### src/rtl/demux_pkg.sv
// Shared constants and FSM state type for the 1-to-4 stream demultiplexer.
package demux_pkg;

    localparam int unsigned NUM_CH = 4;
    localparam int unsigned SEL_W  = 2;

    typedef enum logic {
        IDLE = 1'b0,
        BUSY = 1'b1
    } state_t;

endpackage

### src/rtl/stream_fifo2.sv
// Two-entry first-in first-out buffer with a registered head; used once per output channel.
module stream_fifo2 #(
    parameter int unsigned WIDTH = 9,
    parameter int unsigned DEPTH = 2
) (
    input  logic             clk,
    input  logic             rst_n,
    input  logic             push,
    input  logic             pop,
    input  logic [WIDTH-1:0] din,
    output logic             full,
    output logic             empty,
    output logic [WIDTH-1:0] dout
);

    logic [WIDTH-1:0] head;
    logic [WIDTH-1:0] tail;
    logic [1:0]       count;
    logic             do_push;
    logic             do_pop;

    assign full    = (count == 2'(DEPTH));
    assign empty   = (count == 2'd0);
    assign dout    = head;
    assign do_push = push & ~full;
    assign do_pop  = pop & ~empty;

    // Head always holds the oldest entry; tail is only meaningful when count is 2.
    always_ff @(posedge clk or negedge rst_n) begin
        if (!rst_n) begin
            head  <= '0;
            tail  <= '0;
            count <= 2'd0;
        end else begin
            unique case ({do_push, do_pop})
                2'b10: begin
                    if (count == 2'd0) head <= din;
                    else               tail <= din;
                    count <= count + 2'd1;
                end
                2'b01: begin
                    head  <= tail;
                    count <= count - 2'd1;
                end
                2'b11: begin
                    // A push needs a free slot, so only count==1 reaches here.
                    head <= din;
                end
                default: ;
            endcase
        end
    end

endmodule

### src/rtl/stream_demux_1x4.sv
// Routes packets from one input stream to one of four buffered output channels,
// holding the channel chosen by the first beat for the remainder of the packet.
module stream_demux_1x4
    import demux_pkg::*;
#(
    parameter int unsigned DATA_W     = 8,
    parameter int unsigned FIFO_DEPTH = 2
) (
    input  logic                     clk,
    input  logic                     rst_n,
    input  logic                     in_valid,
    output logic                     in_ready,
    input  logic [DATA_W-1:0]        in_data,
    input  logic [SEL_W-1:0]         in_sel,
    input  logic                     in_last,
    output logic [NUM_CH-1:0]        out_valid,
    input  logic [NUM_CH-1:0]        out_ready,
    output logic [NUM_CH*DATA_W-1:0] out_data,
    output logic [NUM_CH-1:0]        out_last,
    output logic                     busy,
    output logic [SEL_W-1:0]         cur_sel
);

    state_t            state;
    logic [SEL_W-1:0]  sel_q;
    logic [SEL_W-1:0]  target;
    logic              accept;
    logic [NUM_CH-1:0] push;
    logic [NUM_CH-1:0] pop;
    logic [NUM_CH-1:0] full;
    logic [NUM_CH-1:0] empty;
    logic [DATA_W:0]   head [NUM_CH];

    assign target    = (state == IDLE) ? in_sel : sel_q;
    // Only the target FIFO's fullness gates acceptance; out_ready never reaches in_ready.
    assign in_ready  = ~full[target];
    assign accept    = in_valid & in_ready;
    assign out_valid = ~empty;
    assign pop       = out_valid & out_ready;
    assign busy      = (state == BUSY);
    assign cur_sel   = sel_q;

    always_comb begin
        push = '0;
        for (int unsigned i = 0; i < NUM_CH; i++) begin
            push[i] = accept && (target == SEL_W'(i));
        end
    end

    always_comb begin
        out_data = '0;
        out_last = '0;
        for (int unsigned i = 0; i < NUM_CH; i++) begin
            out_data[i*DATA_W +: DATA_W] = head[i][DATA_W-1:0];
            out_last[i]                  = head[i][DATA_W];
        end
    end

    for (genvar k = 0; k < NUM_CH; k++) begin : g_ch
        stream_fifo2 #(
            .WIDTH (DATA_W + 1),
            .DEPTH (FIFO_DEPTH)
        ) u_fifo (
            .clk   (clk),
            .rst_n (rst_n),
            .push  (push[k]),
            .pop   (pop[k]),
            .din   ({in_last, in_data}),
            .full  (full[k]),
            .empty (empty[k]),
            .dout  (head[k])
        );
    end

    always_ff @(posedge clk or negedge rst_n) begin
        if (!rst_n) begin
            state <= IDLE;
            sel_q <= '0;
        end else if (accept) begin
            if (state == IDLE) sel_q <= in_sel;
            state <= in_last ? IDLE : BUSY;
        end
    end

endmodule

### config.mk
export PLATFORM = sky130hd
export DESIGN_NAME = stream_demux_1x4
export DESIGN_NICKNAME = d
export VERILOG_FILES = /design/src/rtl/demux_pkg.sv /design/src/rtl/stream_fifo2.sv /design/src/rtl/stream_demux_1x4.sv
export SDC_FILE = /design/constraint.sdc
export NUM_CORES = 1
export LEC_CHECK = 0
export ABC_AREA = 1
export CAP_MARGIN = 30
export CORE_ASPECT_RATIO = 1.1
export CORE_UTILIZATION = 57
export CTS_CLUSTER_DIAMETER = 100
export DETAILED_ROUTE_END_ITERATION = 12
export DONT_BUFFER_PORTS = 1
export GPL_ROUTABILITY_DRIVEN = 0
export PLACE_DENSITY = 0.87
export SYNTH_ARGS = -nofsm -noshare
export SYNTH_HDL_FRONTEND = slang
export SYNTH_SLANG_ARGS = --single-unit
export TNS_END_PERCENT = 20
### constraint.sdc
create_clock -name clk -period 2.2 [get_ports clk]
set_input_delay 0.33 -clock clk [delete_from_list [all_inputs] [get_ports clk]]
set_output_delay 0.33 -clock clk [all_outputs]
set_load 0.02 [all_outputs]
==> metrics.cfg <==
[status]
status=finished, violations left
failed_checks=hold timing

[route]
via_per_inst=5.532
drt_first_pass_iters=5
drt_wl_total_um=8410
highest_layer=met4
met2_length_um=3992
wl_per_cell_um=15.02
m1WireLength_um=3831
met3_length_um=392
drtIter0Drc=175
ant_nets=0
drc=0
vias=3098

[global_route]
grt_pass1_wl_um=14020
antenna_found_initial=0
grt_remaining_overflow=0
grt_max_degree=84
grt_pass1_vias=2937
track_usage_pct=25.84

[timing]
finalCriticalPeriod_ns=2.173
worst_slew_pin_slew_ns=0.3550
fin_hold_ws_ns=-0.3405
grt_setup_unrepaired=yes
layout_setup_ws_ns=0.02736
finalSetupViolCount=0
slew_headroom_pct=76.31
fin_tns_setup_ns=0
finalMaxSlewViolations=0
max_freq_ghz=0.4603
min_period_over_period_pct=98.76
finalClockSkew_ns=0.008437
hold_viol_final=83

[final_layout]
antenna_cells=0
fill_cells=533
most-common-layout-cells=163 x nand2_1, 81 x dfrtp_1, 70 x o21ai_0, 38 x nand3_1, 27 x inv_1
final_common_cell=nand2_1
layout-drive-gt1-share_pct=11.92
fin_nets=501
area_growth_syn_to_layout_pct=8.207

[synthesis]
syn_inst=466
ys_warn_count=0
ys_types=19
synthesis.nets=494
avgSynthCellArea_um2=8.474
ys_seq_elements=83
syn-cell-area_mm2=0.003949
synth_seq_area_share_pct=52.60

[setup_path]
rr_startpoint=cur_sel[0]
arrival_ns=2.40
reg2reg_depth=14
crit_type=flip-flop to flip-flop
endpoint_kind=flip-flop
cp-start-kind=flip-flop
rrSetupSlack_ns=0.03
crit_required_ns=2.43
path_max_fanout=7
rr_endpoint=g_ch[2].u_fifo.count[1]

[clock_network]
cts_num_sinks=83
cts-root-buf=clkbuf_8
cts_tree=built
htree_num_levels=3
clock_latency_ns=0.36
numCtsBuffers=9
cts_buffer_depth=2
post_cts_buffers=0
path_clk_slew_ns=0.08

[place]
dp_slack_ns=0.06026
dpl.hpwl_um=5858
port_buffers=0

[floorplanning]
fp.dieH_um=89.30
ios=62
core_mm2=0.006633
rows=31
initial_core_util_pct=59.54
die_area_mm2=0.007265
fp.dieW_um=81.36

[power_and_ir_drop]
sw_frac_of_total_pct=45.33
seq_power_share_pct=48.0
power.switching_uw=2915
internal_power_uw=3516
leakage_uw=0.002155
power_frac_clock_pct=15.3
power_frac_comb_pct=36.6
ir_worst_vdd_uv=726.1
power.density_mw_per_mm2=1505

[flow_run]
cap_violations=0

[min_path]
hold_class=primary input to async pin

## routing by layer
metal,track usage (%),up-vias
met3,7.245,18
met4,9.578,0
met5,0,-
li1,-,1522
met1,34.58,1475
met2,40.08,83
## worst max-delay path by stage
stage	slack, ns	from	end
6_report	0.03	cur_sel[0]	g_ch[2].u_fifo.count[1]
5_1_grt	-0.08	busy	g_ch[2].u_fifo.count[1]
4_1_cts	0.01	cur_sel[0]	g_ch[3].u_fifo.count[1]
3_5_place_dp	0.06	busy	g_ch[2].u_fifo.count[1]
3_3_place_gp	0.19	cur_sel[0]	g_ch[3].u_fifo.tail[2]
2_1_floorplan	0.001	busy	g_ch[3].u_fifo.count[1]
## Yosys cell counts (all sizes together)
cell type	number	share of area (%)
nand3	40	5.3
xnor2	4	0.89
nor2	11	1.2
ha	10	3.2
nand2	180	19
inv	31	2.9
clkbuf	14	1.3
xor2	4	0.89
nand4	4	1.7
o21ai	81	11
a21oi	4	0.51
dfrtp	83	53
## per-stage QoR
step / hold slack, ns / total power, uW / util [%] / cells / instance area, um^2
6_report: -0.3405 / 6431 / 64.42 / 560 / 4273
2_1_floorplan: 0.03441 / 4808 / - / 466 / 3955
4_1_cts: -0.3539 / 6392 / 64.08 / 560 / 4250
3_3_place_gp: 0.03568 / 5248 / 61.50 / 544 / 4079
3_5_place_dp: 0.03549 / 5408 / 61.50 / 544 / 4079
5_1_grt: -0.3641 / 6937 / 64.42 / 560 / 4273
## timing repair
| action | 4_1_cts | 5_1_grt |
|---|---|---|
| hold endpoints to repair | 83 | 83 |
| endpoints found under the setup margin | 0 | 52 |
| resized for setup | 0 | 18 |
## power groups by stage
| stage | combinational (uW) | clock (uW) | sequential (uW) |
|---|---|---|---|
| after floorplan | 1810 | 0 | 2990 |
| after global placement | 2170 | 0 | 3070 |
| after detailed placement | 2300 | 0 | 3110 |
| after CTS | 2310 | 997 | 3080 |
| after global routing | 2690 | 1060 | 3180 |
| final | 2360 | 986 | 3090 |
## kinds of logic (layout without fill, tap and decap cells)
family / Yosys count / after routing / share of synthesized area [%]
simple gates: 235 / 235 / 26.84
compound gates: 85 / 85 / 11.34
flops: 83 / 83 / 52.60
buf+inv: 45 / 57 / 4.278
fa+ha+maj: 10 / 10 / 3.169
xor+xnor: 8 / 8 / 1.774
## registers in the layout, summed over array words and instances (netlist names)
signal and cells:
g_ch.u_fifo.dout 36, g_ch.u_fifo.tail 36, g_ch.u_fifo.count 8, cur_sel 2, busy 1
## final cells by class
cell class                 count  area, um^2  share of cell area, %
tap                           82       102.6                  2.401
timing repair buffer          10       75.07                  1.757
sequential                    83        2079                  48.67
clock buffer                  12       145.1                  3.397
multi-input combinational    338        1725                  40.38
inverter                      31       118.9                  2.782
clock inverter                 4       26.28                 0.6149
## worst max-delay path, stage by stage, from the launching register on
cell and delay (ns):
dfrtp_2 0.47, inv_1 0.08, nand2_1 0.08, nand2_4 0.11, nand3_1 0.10, nand2_2 0.11
nor2_4 0.05, nand2_2 0.10, inv_1 0.07, nand2_1 0.10, inv_1 0.05, ha_1 0.30
a21oi_1 0.14, o21ai_0 0.12, xor2_1 0.16
(Power assumes the default switching activity.)
